$ cat src/rtl/instr_encoder_loader.sv
// Packs decoded MIPS instruction fields into 32-bit words, rejects illegal encodings and
// streams legal words into instruction memory. Optional DELAY_SLOT_NOP_EN appends a nop after branches/jumps.
module instr_encoder_loader #(
    parameter int ADDR_W    = 8,
    parameter int BASE_ADDR = 0
) (
    input  logic              clk,
    input  logic              rst,
    input  logic              start,
    input  logic              stop,
    input  logic              in_valid,
    output logic              in_ready,
    input  logic [1:0]        fmt,
    input  logic [5:0]        opc,
    input  logic [4:0]        rs,
    input  logic [4:0]        rt,
    input  logic [4:0]        rd,
    input  logic [4:0]        sa,
    input  logic [5:0]        fun,
    input  logic [15:0]       imm,
    input  logic [25:0]       iindex,
    output logic              im_we,
    output logic [ADDR_W-1:0] im_addr,
    output logic [31:0]       im_wdata,
    input  logic              im_ack,
    output logic              busy,
    output logic              full,
    output logic [ADDR_W:0]   word_count,
    output logic              is_illegal,
    output logic              illegal_pulse
);

    localparam logic [ADDR_W-1:0] BASE     = ADDR_W'(BASE_ADDR);
    localparam logic [ADDR_W:0]   CAPACITY = {1'b1, {ADDR_W{1'b0}}};

    localparam logic [1:0] FMT_I = 2'b00;
    localparam logic [1:0] FMT_J = 2'b01;
    localparam logic [1:0] FMT_R = 2'b10;

`ifdef DELAY_SLOT_NOP_EN
    typedef enum logic [2:0] {ST_IDLE, ST_ACCEPT, ST_WRITE, ST_FULL, ST_NOP_WRITE} state_t;
`else
    typedef enum logic [1:0] {ST_IDLE, ST_ACCEPT, ST_WRITE, ST_FULL} state_t;
`endif

    state_t              state_reg;
    logic                stop_pending_reg;
    logic                im_we_reg;
    logic [ADDR_W-1:0]   im_addr_reg;
    logic [31:0]         im_wdata_reg;
    logic                full_reg;
    logic [ADDR_W:0]     word_count_reg;
    logic                is_illegal_reg;
    logic                illegal_pulse_reg;

    logic [31:0]         packed_word;
    logic                word_legal;
    logic [ADDR_W:0]     word_count_next;
    logic                mem_filled;
    logic                leave_after_write;

    // Field packing and legality for the decoder's accepted subset
    always_comb begin
        packed_word = 32'h0;
        word_legal  = 1'b0;
        case (fmt)
            FMT_I: begin
                packed_word = {opc, rs, rt, imm};
                casez (opc)
                    6'b001???, 6'b10?011, 6'b00010?: word_legal = 1'b1;
                    6'b000001: word_legal = (rt[4:1] == 4'b0000);
                    6'b00011?: word_legal = (rt == 5'b00000);
                    default:   word_legal = 1'b0;
                endcase
            end
            FMT_J: begin
                packed_word = {opc, iindex};
                word_legal  = (opc[5:1] == 5'b00001);
            end
            FMT_R: begin
                packed_word = {opc, rs, rt, rd, sa, fun};
                if (opc == 6'b000000) begin
                    casez (fun)
                        6'b100???, 6'b000010, 6'b10101?,
                        6'b001000, 6'b001010, 6'b001100: word_legal = 1'b1;
                        default: word_legal = 1'b0;
                    endcase
                end else if (opc == 6'b010000) begin
                    word_legal = (rs == 5'b00000) || (rs == 5'b00100) ||
                                 ((rs == 5'b10000) && (fun == 6'b011000));
                end
            end
            default: begin
                packed_word = 32'h0;
                word_legal  = 1'b0;
            end
        endcase
    end

`ifdef DELAY_SLOT_NOP_EN
    logic branch_reg;
    logic needs_delay_slot;

    always_comb begin
        needs_delay_slot = 1'b0;
        casez (opc)
            6'b0001??, 6'b000001, 6'b00001?: needs_delay_slot = 1'b1;
            6'b000000: needs_delay_slot = (fun == 6'b001000) || (fun == 6'b001001);
            default:   needs_delay_slot = 1'b0;
        endcase
    end
`endif

    assign word_count_next   = word_count_reg + (ADDR_W + 1)'(1);
    assign mem_filled        = (word_count_next == CAPACITY);
    assign leave_after_write = stop_pending_reg | stop;

    always_ff @(posedge clk) begin
        if (rst) begin
            state_reg         <= ST_IDLE;
            stop_pending_reg  <= 1'b0;
            im_we_reg         <= 1'b0;
            im_addr_reg       <= '0;
            im_wdata_reg      <= 32'h0;
            full_reg          <= 1'b0;
            word_count_reg    <= '0;
            is_illegal_reg    <= 1'b0;
            illegal_pulse_reg <= 1'b0;
`ifdef DELAY_SLOT_NOP_EN
            branch_reg        <= 1'b0;
`endif
        end else begin
            illegal_pulse_reg <= 1'b0;
            case (state_reg)
                ST_IDLE, ST_ACCEPT, ST_FULL: begin
                    if (start) begin
                        state_reg        <= ST_ACCEPT;
                        im_addr_reg      <= BASE;
                        word_count_reg   <= '0;
                        is_illegal_reg   <= 1'b0;
                        full_reg         <= 1'b0;
                        stop_pending_reg <= 1'b0;
                    end else if (stop && state_reg != ST_IDLE) begin
                        state_reg <= ST_IDLE;
                    end else if (in_valid && state_reg == ST_ACCEPT) begin
                        if (word_legal) begin
                            state_reg    <= ST_WRITE;
                            im_we_reg    <= 1'b1;
                            im_wdata_reg <= packed_word;
`ifdef DELAY_SLOT_NOP_EN
                            branch_reg   <= needs_delay_slot;
`endif
                        end else begin
                            illegal_pulse_reg <= 1'b1;
                            is_illegal_reg    <= 1'b1;
                        end
                    end
                end
`ifdef DELAY_SLOT_NOP_EN
                ST_WRITE, ST_NOP_WRITE: begin
`else
                ST_WRITE: begin
`endif
                    if (stop) begin
                        stop_pending_reg <= 1'b1;
                    end
                    if (im_ack) begin
                        im_addr_reg    <= im_addr_reg + ADDR_W'(1);
                        word_count_reg <= word_count_next;
                        im_we_reg      <= 1'b0;
                        if (mem_filled) begin
                            // A delay-slot nop that would not fit is dropped
                            full_reg         <= 1'b1;
                            stop_pending_reg <= 1'b0;
                            state_reg        <= leave_after_write ? ST_IDLE : ST_FULL;
`ifdef DELAY_SLOT_NOP_EN
                        end else if (branch_reg && state_reg == ST_WRITE) begin
                            state_reg    <= ST_NOP_WRITE;
                            im_we_reg    <= 1'b1;
                            im_wdata_reg <= 32'h0;
`endif
                        end else begin
                            stop_pending_reg <= 1'b0;
                            state_reg        <= leave_after_write ? ST_IDLE : ST_ACCEPT;
                        end
                    end
                end
                default: state_reg <= ST_IDLE;
            endcase
        end
    end

    assign in_ready      = (state_reg == ST_ACCEPT);
    assign busy          = (state_reg != ST_IDLE);
    assign im_we         = im_we_reg;
    assign im_addr       = im_addr_reg;
    assign im_wdata      = im_wdata_reg;
    assign full          = full_reg;
    assign word_count    = word_count_reg;
    assign is_illegal    = is_illegal_reg;
    assign illegal_pulse = illegal_pulse_reg;

endmodule

$ cat config.mk
export PLATFORM = sky130hd
export DESIGN_NAME = instr_encoder_loader
export DESIGN_NICKNAME = d
export VERILOG_FILES = /design/src/rtl/instr_encoder_loader.sv
export SDC_FILE = /design/constraint.sdc
export NUM_CORES = 1
export LEC_CHECK = 0
export CAP_MARGIN = 20
export CORE_UTILIZATION = 47
export CTS_BUF_LIST = sky130_fd_sc_hd__clkbuf_4
export CTS_CLUSTER_SIZE = 12
export DETAILED_ROUTE_END_ITERATION = 10
export PLACE_DENSITY = 0.91
export SKIP_CTS_REPAIR_TIMING = 1
export SLEW_MARGIN = 15
export SYNTH_ARGS = -nofsm -noshare
export SYNTH_HDL_FRONTEND = slang
export SYNTH_SLANG_ARGS = --single-unit
$ cat constraint.sdc
create_clock -name clk -period 4 [get_ports clk]
set_input_delay 0.8 -clock clk [delete_from_list [all_inputs] [get_ports clk]]
set_output_delay 0.8 -clock clk [all_outputs]
set_load 0.02 [all_outputs]
==> results of run 1 <==
-- power by group through the flow --
stage	clock, mW	combinational (mW)	sequential [mW]
2_1_floorplan	0	0.0872	0.575
3_3_place_gp	0	0.198	0.575
3_5_place_dp	0	0.201	0.575
4_1_cts	0.254	0.202	0.563
5_1_grt	0.275	0.217	0.564
6_report	0.245	0.203	0.563
-- cells in the mapped netlist (4+ instances only) --
| master | instances |
|---|---|
| xor2_1 | 9 |
| o21ai_1 | 7 |
| clkbuf_1 | 17 |
| nor4b_1 | 4 |
| nand4_1 | 6 |
| o21ai_0 | 9 |
| inv_1 | 8 |
| nand3_1 | 13 |
| a211oi_1 | 4 |
| nor4_1 | 4 |
| a211oi_2 | 20 |
| nand2_1 | 21 |
| nor2b_1 | 16 |
| mux2i_1 | 19 |
| nor3_1 | 8 |
| dfxtp_1 | 56 |
| buf_2 | 4 |
| a31o_1 | 4 |
| nor2_1 | 40 |
| a21oi_1 | 60 |
-- layout make-up --
type | count | area [um2] | share of cell area [%]
tap | 77 | 96.34 | 2.124
inverter | 8 | 30.03 | 0.6619
clock buffer | 5 | 37.54 | 0.8274
sequential | 56 | 1121 | 24.71
clock inverter | 3 | 18.77 | 0.4137
timing repair buffer | 146 | 1431 | 31.55
multi-input combinational | 279 | 1802 | 39.71
-- logic make-up (layout without fill, tap and decap cells) --
| kind of cell | after synthesis | count (layout) |
|---|---|---|
| AOI/OAI and AO/OA | 120 | 120 |
| xor gates and xnor gates | 10 | 10 |
| adders and majority gates | 2 | 2 |
| buffers and inverters | 35 | 162 |
| DFF | 56 | 56 |
| muxes | 19 | 19 |
| and+or+nand+nor | 128 | 128 |
-- per-layer routing --
metal | wire length [um] | up-vias | part of all wire (%) | GRT usage [%]
li1 | - | 1591 | - | -
met1 | 4005 | 1570 | 41 | 33.33
met2 | 4774 | 168 | 49 | 47.76
met3 | 752 | 12 | 7.8 | 5.567
met4 | 139 | 0 | 1.4 | 5.172
met5 | 0 | - | 0 | 0
-- worst register-to-register path, stage by stage, from the launching register on --
cell	delay, ns
dfxtp_1	0.42
nor2b_1	0.32
mux2i_1	0.66
and4_1	0.35
nand3_1	0.10
xor2_1	0.15
nor2_1	0.05
-- worst paths after layout --
path         cells past startpoint     endpoint  slack, ns
min reg2reg                      2         full       0.48
max                              9  im_wdata[2]       1.10
min                              2         full       0.48
max reg2reg                      6   im_addr[7]       1.85
-- through the flow --
stage	instances	power, mW
after floorplan	370	0.6618
after global routing	574	1.056
after CTS	574	1.020
final	574	1.012
after global placement	566	0.7724
after detailed placement	566	0.7760
==> impl_metrics.tcl, run 1 <==
set metrics [dict create \
    status "finished, final reports clean" \
    post_dp_cell_area_um2 4481 \
    startpoint "fun[3]" \
    pwr-share-comb_pct 20.1 \
    finalSetupViolCount 0 \
    swShare_pct 27.21 \
    grt_pass1_vias 3076 \
    area_delta_synth_final_pct 47.58 \
    slew_viol_final 0 \
    die_height_um 82.88 \
    final_hold_viol_count 0 \
    fin_area_um2 4537 \
    synth-seq-cells 56 \
    drt_iter0_markers 221 \
    core.rowCount 29 \
    synth_edf_count 0 \
    hp-class "flop to flop" \
    p_leak_nw 1.557 \
    critical_path_arrival_ns 3.16 \
    synthMuxAreaShare_pct 6.186 \
    crit_family "buffers and inverters" \
    track_usage_pct 26.78 \
    finClkSkew_ns 0.009860 \
    synthAdderAreaFrac_pct 0.8140 \
    setup_tns_ns 0 \
    htreeDepth 2 \
    dpl_worst_slack_ns 0.7717 \
    num_vias 3341 \
    dp_hpwl_um 7404 \
    syn_nets 454 \
    netlist_top_cells_area "dfxtp_1 36%, a21oi_1 9.8%, a211oi_2 8.1%" \
    worst_slack_ns 1.099 \
    max_stage_delay_ns 0.65 \
    antenna_found_initial 0 \
    portBuffers 136 \
    initial_core_util_pct 48.69 \
    drc 0 \
    crit_required_ns 4.26 \
    insertion_delay_ns 0.38 \
    worst_slew_pin_slew_ns 0.7032 \
    n_antenna_cell 0 \
    mostFrequentLayoutCells "135 x clkdlybuf4s50_1, 60 x a21oi_1, 56 x dfxtp_1" \
    final_nets 580 \
    p_switching_mw 0.2752 \
    clock.fmax_ghz 0.3448 \
    ant_nets 0 \
    critical_path_class "input port to flop" \
    slowest_stage "o41ai_1" \
    power_frac_seq_pct 55.6 \
    synth_compound_area_share_pct 27.15 \
    grt_start_max_net_pins 31 \
    gp_congestion 0.8906 \
    rsz0062_at_grt "false" \
    grt_pass1_wl_um 15140 \
    layout_commonest_cell "clkdlybuf4s50_1" \
    grt-ovfl-total 0 \
    synth_top_family_by_area "compound AO/OA/AOI/OAI gates" \
    crit_path_end_kind "flop" \
    avgSynthCellArea_um2 8.309 \
    final.min_clock_period_ns 2.901 \
    vdd_drop_max_uv 159.4 \
    synth-seq-area-share_pct 36.47 \
    ys_async_sr_fraction_pct 0 \
    start_kind "input port" \
    synth_area_leader_cell "dfxtp_1" \
    cap_violations 0 \
    finalCritPeriodShare_pct 72.51 \
    ys_warn_count 0 \
    io_pins 137 \
    worstHoldStart "full" \
    cts_buffers 5 \
    cp_common_cell "buf_4" \
    synth_cells 370 \
    worstPathMaxFanout 22 \
    dr.pass1.iters 5 \
    yosys.area_share.simple_pct 21.45 \
    root_buffer "clkbuf_4" \
    synthFlopType "dfxtp_1" \
    synth_cell_types 50 \
    p_clk_share_pct 24.3 \
    synth_xor_area_share_pct 2.849 \
    r2r_start "state_reg[1]" \
    clockBufferDepth 2 \
    fin_util_pct 71.86 \
    post_drt_wl_per_cell_um 16.85 \
    synth.top_cell.area_share_pct 36.47 \
    internal-power_mw 0.7364 \
    power.density_nw_per_um2 223.0 \
    wl_um 9671 \
    n_fill_cell 488 \
    largest_register_ffs 32 \
    cts.sinks 56 \
    cts_tree "yes" \
    path_cells "clkdlybuf4s50_1 > nor2b_1 > nor3_1 > o41ai_1 > a32oi_2 > buf_4 > nor2_2 > buf_4 > a211oi_1" \
    synth_area_um2 3074 \
    path_buf_inv 3 \
    die_w_um 82.88 \
    drt-vias-per-instance 5.821 \
    die-area_um2 6868 \
    drive_above_1_share_pct 9.457 \
    maxSlewHeadroom_pct 51.78 \
    whs_ns 0.4773 \
    clk_pin_slew_ns 0.16 \
    coreArea_um2 6314 \
]
No activity file was read; power rests on OpenSTA's default activity.
==> run 2: changes to the inputs <==
--- a/config.mk
+++ b/config.mk
@@ -6,11 +6,11 @@
 export NUM_CORES = 1
 export LEC_CHECK = 0
 export CAP_MARGIN = 20
-export CORE_UTILIZATION = 47
+export CORE_UTILIZATION = 39
 export CTS_BUF_LIST = sky130_fd_sc_hd__clkbuf_4
 export CTS_CLUSTER_SIZE = 12
 export DETAILED_ROUTE_END_ITERATION = 10
-export PLACE_DENSITY = 0.91
+export PLACE_DENSITY = 0.81
 export SKIP_CTS_REPAIR_TIMING = 1
 export SLEW_MARGIN = 15
 export SYNTH_ARGS = -nofsm -noshare
==> constraint.sdc (replaced) <==
create_clock -name clk -period 2.36 [get_ports clk]
set_input_delay 0.472 -clock clk [delete_from_list [all_inputs] [get_ports clk]]
set_output_delay 0.472 -clock clk [all_outputs]
set_load 0.02 [all_outputs]
==> impl_metrics.tcl, run 2 (synthesized netlist as in run 1, its figures left out) <==
set metrics [dict create \
    slowest_stage "or4_1" \
    slew_viol_final 0 \
    largest_register_ffs 32 \
    finalCritPeriodShare_pct 96.76 \
    root_buffer "clkbuf_4" \
    finClkSkew_ns 0.01565 \
    critical_path_class "input port to flop" \
    multiInputGateArea_um2 1808 \
    finalSetupViolCount 0 \
    portBuffers 136 \
    layout_commonest_cell "clkdlybuf4s50_1" \
    worst_slew_pin_slew_ns 0.6415 \
    grt_start_max_net_pins 33 \
    drive_above_1_share_pct 13.01 \
    finalNonFillerCells 617 \
    track_usage_pct 22.56 \
    drc 0 \
    initial_core_util_pct 39.99 \
    crit_family "simple AND/OR/NAND/NOR gates" \
    cts_buffers 5 \
    wl_um 9384 \
    num_vias 3278 \
    grt-ovfl-total 0 \
    clk_pin_slew_ns 0.18 \
    drt_iter0_markers 79 \
    mostFrequentLayoutCells "135 x clkdlybuf4s50_1, 60 x a21oi_1, 56 x dfxtp_1" \
    start_kind "input port" \
    p_total_mw 1.863 \
    insertion_delay_ns 0.39 \
    path_cells "clkdlybuf4s50_1 > or4_1 > a22oi_1 > a311o_2 > a32oi_2 > buf_4 > nor4_2 > a31o_1" \
    cts.sinks 56 \
    final.min_clock_period_ns 2.284 \
    cp_num_cells 8 \
    worstPathMaxFanout 6 \
    drt-vias-per-instance 5.313 \
    worst_slack_ns 0.07648 \
    die-area_um2 8242 \
    cts_tree "yes" \
    crit_required_ns 2.69 \
    final_nets 598 \
    power.density_nw_per_um2 390.1 \
    dp_hpwl_um 7053 \
    io_pins 137 \
    dpl_worst_slack_ns -0.3467 \
    gp_congestion 0.8231 \
    grt_pass1_wl_um 15320 \
    p_leak_nw 1.672 \
    die_w_um 90.79 \
    dr.pass1.iters 4 \
    n_fill_cell 671 \
    final_hold_viol_count 0 \
    clock.fmax_ghz 0.4379 \
    die_height_um 90.79 \
    rr_worst_depth 7 \
    status "finished, final reports clean" \
    grt_pass1_vias 3201 \
    clockBufferDepth 2 \
    max_stage_delay_ns 0.56 \
    post_drt_wl_per_cell_um 15.21 \
    cap_violations 0 \
    holdPathStages 2 \
    n_antenna_cell 0 \
    area_delta_synth_final_pct 55.35 \
    coreArea_um2 7687 \
    antenna_found_initial 0 \
    ant_nets 0 \
    register_area_um2 1121 \
    numPlacedInstances 609 \
    htreeDepth 2 \
    vdd_drop_max_uv 222.6 \
    hp-class "input port to flop" \
    crit_path_end_kind "flop" \
    path_buf_inv 2 \
    maxSlewHeadroom_pct 56.94 \
    critical_path_arrival_ns 2.61 \
    core.rowCount 32 \
]
==> run 2: cell type report <==
| cell class | instances | area share (%) |
|---|---|---|
| Inverter | 8 | 0.6288 |
| Tap cell | 102 | 2.672 |
| Clock buffer | 5 | 0.7860 |
| Multi-Input combinational cell | 279 | 37.86 |
| Clock inverter | 3 | 0.9955 |
| Timing Repair Buffer | 164 | 33.59 |
| Sequential cell | 56 | 23.47 |
==> run 2: metrics by stage <==
stage / hold slack (ns) / TNS (ns) / cell area [um2] / util (%)
floorplan: 0.4959 / 0 / 3074 / -
global placement: 0.4565 / -8.079 / 4684 / 60.94
detailed placement: 0.4613 / -8.908 / 4684 / 60.94
CTS: 0.4022 / 0 / 4770 / 62.04
global route: 0.4229 / -0.002153 / 4776 / 62.13
finish: 0.4087 / 0 / 4776 / 62.13
==> run 2: worst paths after layout <==
kind                       from            end  slack, ns
setup / recovery          rt[1]    im_wdata[4]       0.08
hold / removal              rst  word_count[0]       0.41
setup reg to reg  word_count[0]   state_reg[1]       0.43
hold reg to reg            full           full       0.48
==> run 2: routing by layer <==
| metal | GRT usage [%] | up-vias | wire (um) |
|---|---|---|---|
| met4 | 3.571 | 0 | 63 |
| li1 | - | 1630 | - |
| met5 | 0 | - | 0 |
| met3 | 4.714 | 7 | 674 |
| met2 | 41.29 | 106 | 4635 |
| met1 | 27.46 | 1535 | 4010 |
==> run 2: power breakdown <==
part           leakage, nW  switching (mW)  internal [mW]
Clock               0.0454           0.319          0.227
Combinational         1.18           0.158          0.205
Sequential           0.451         0.00436          0.950
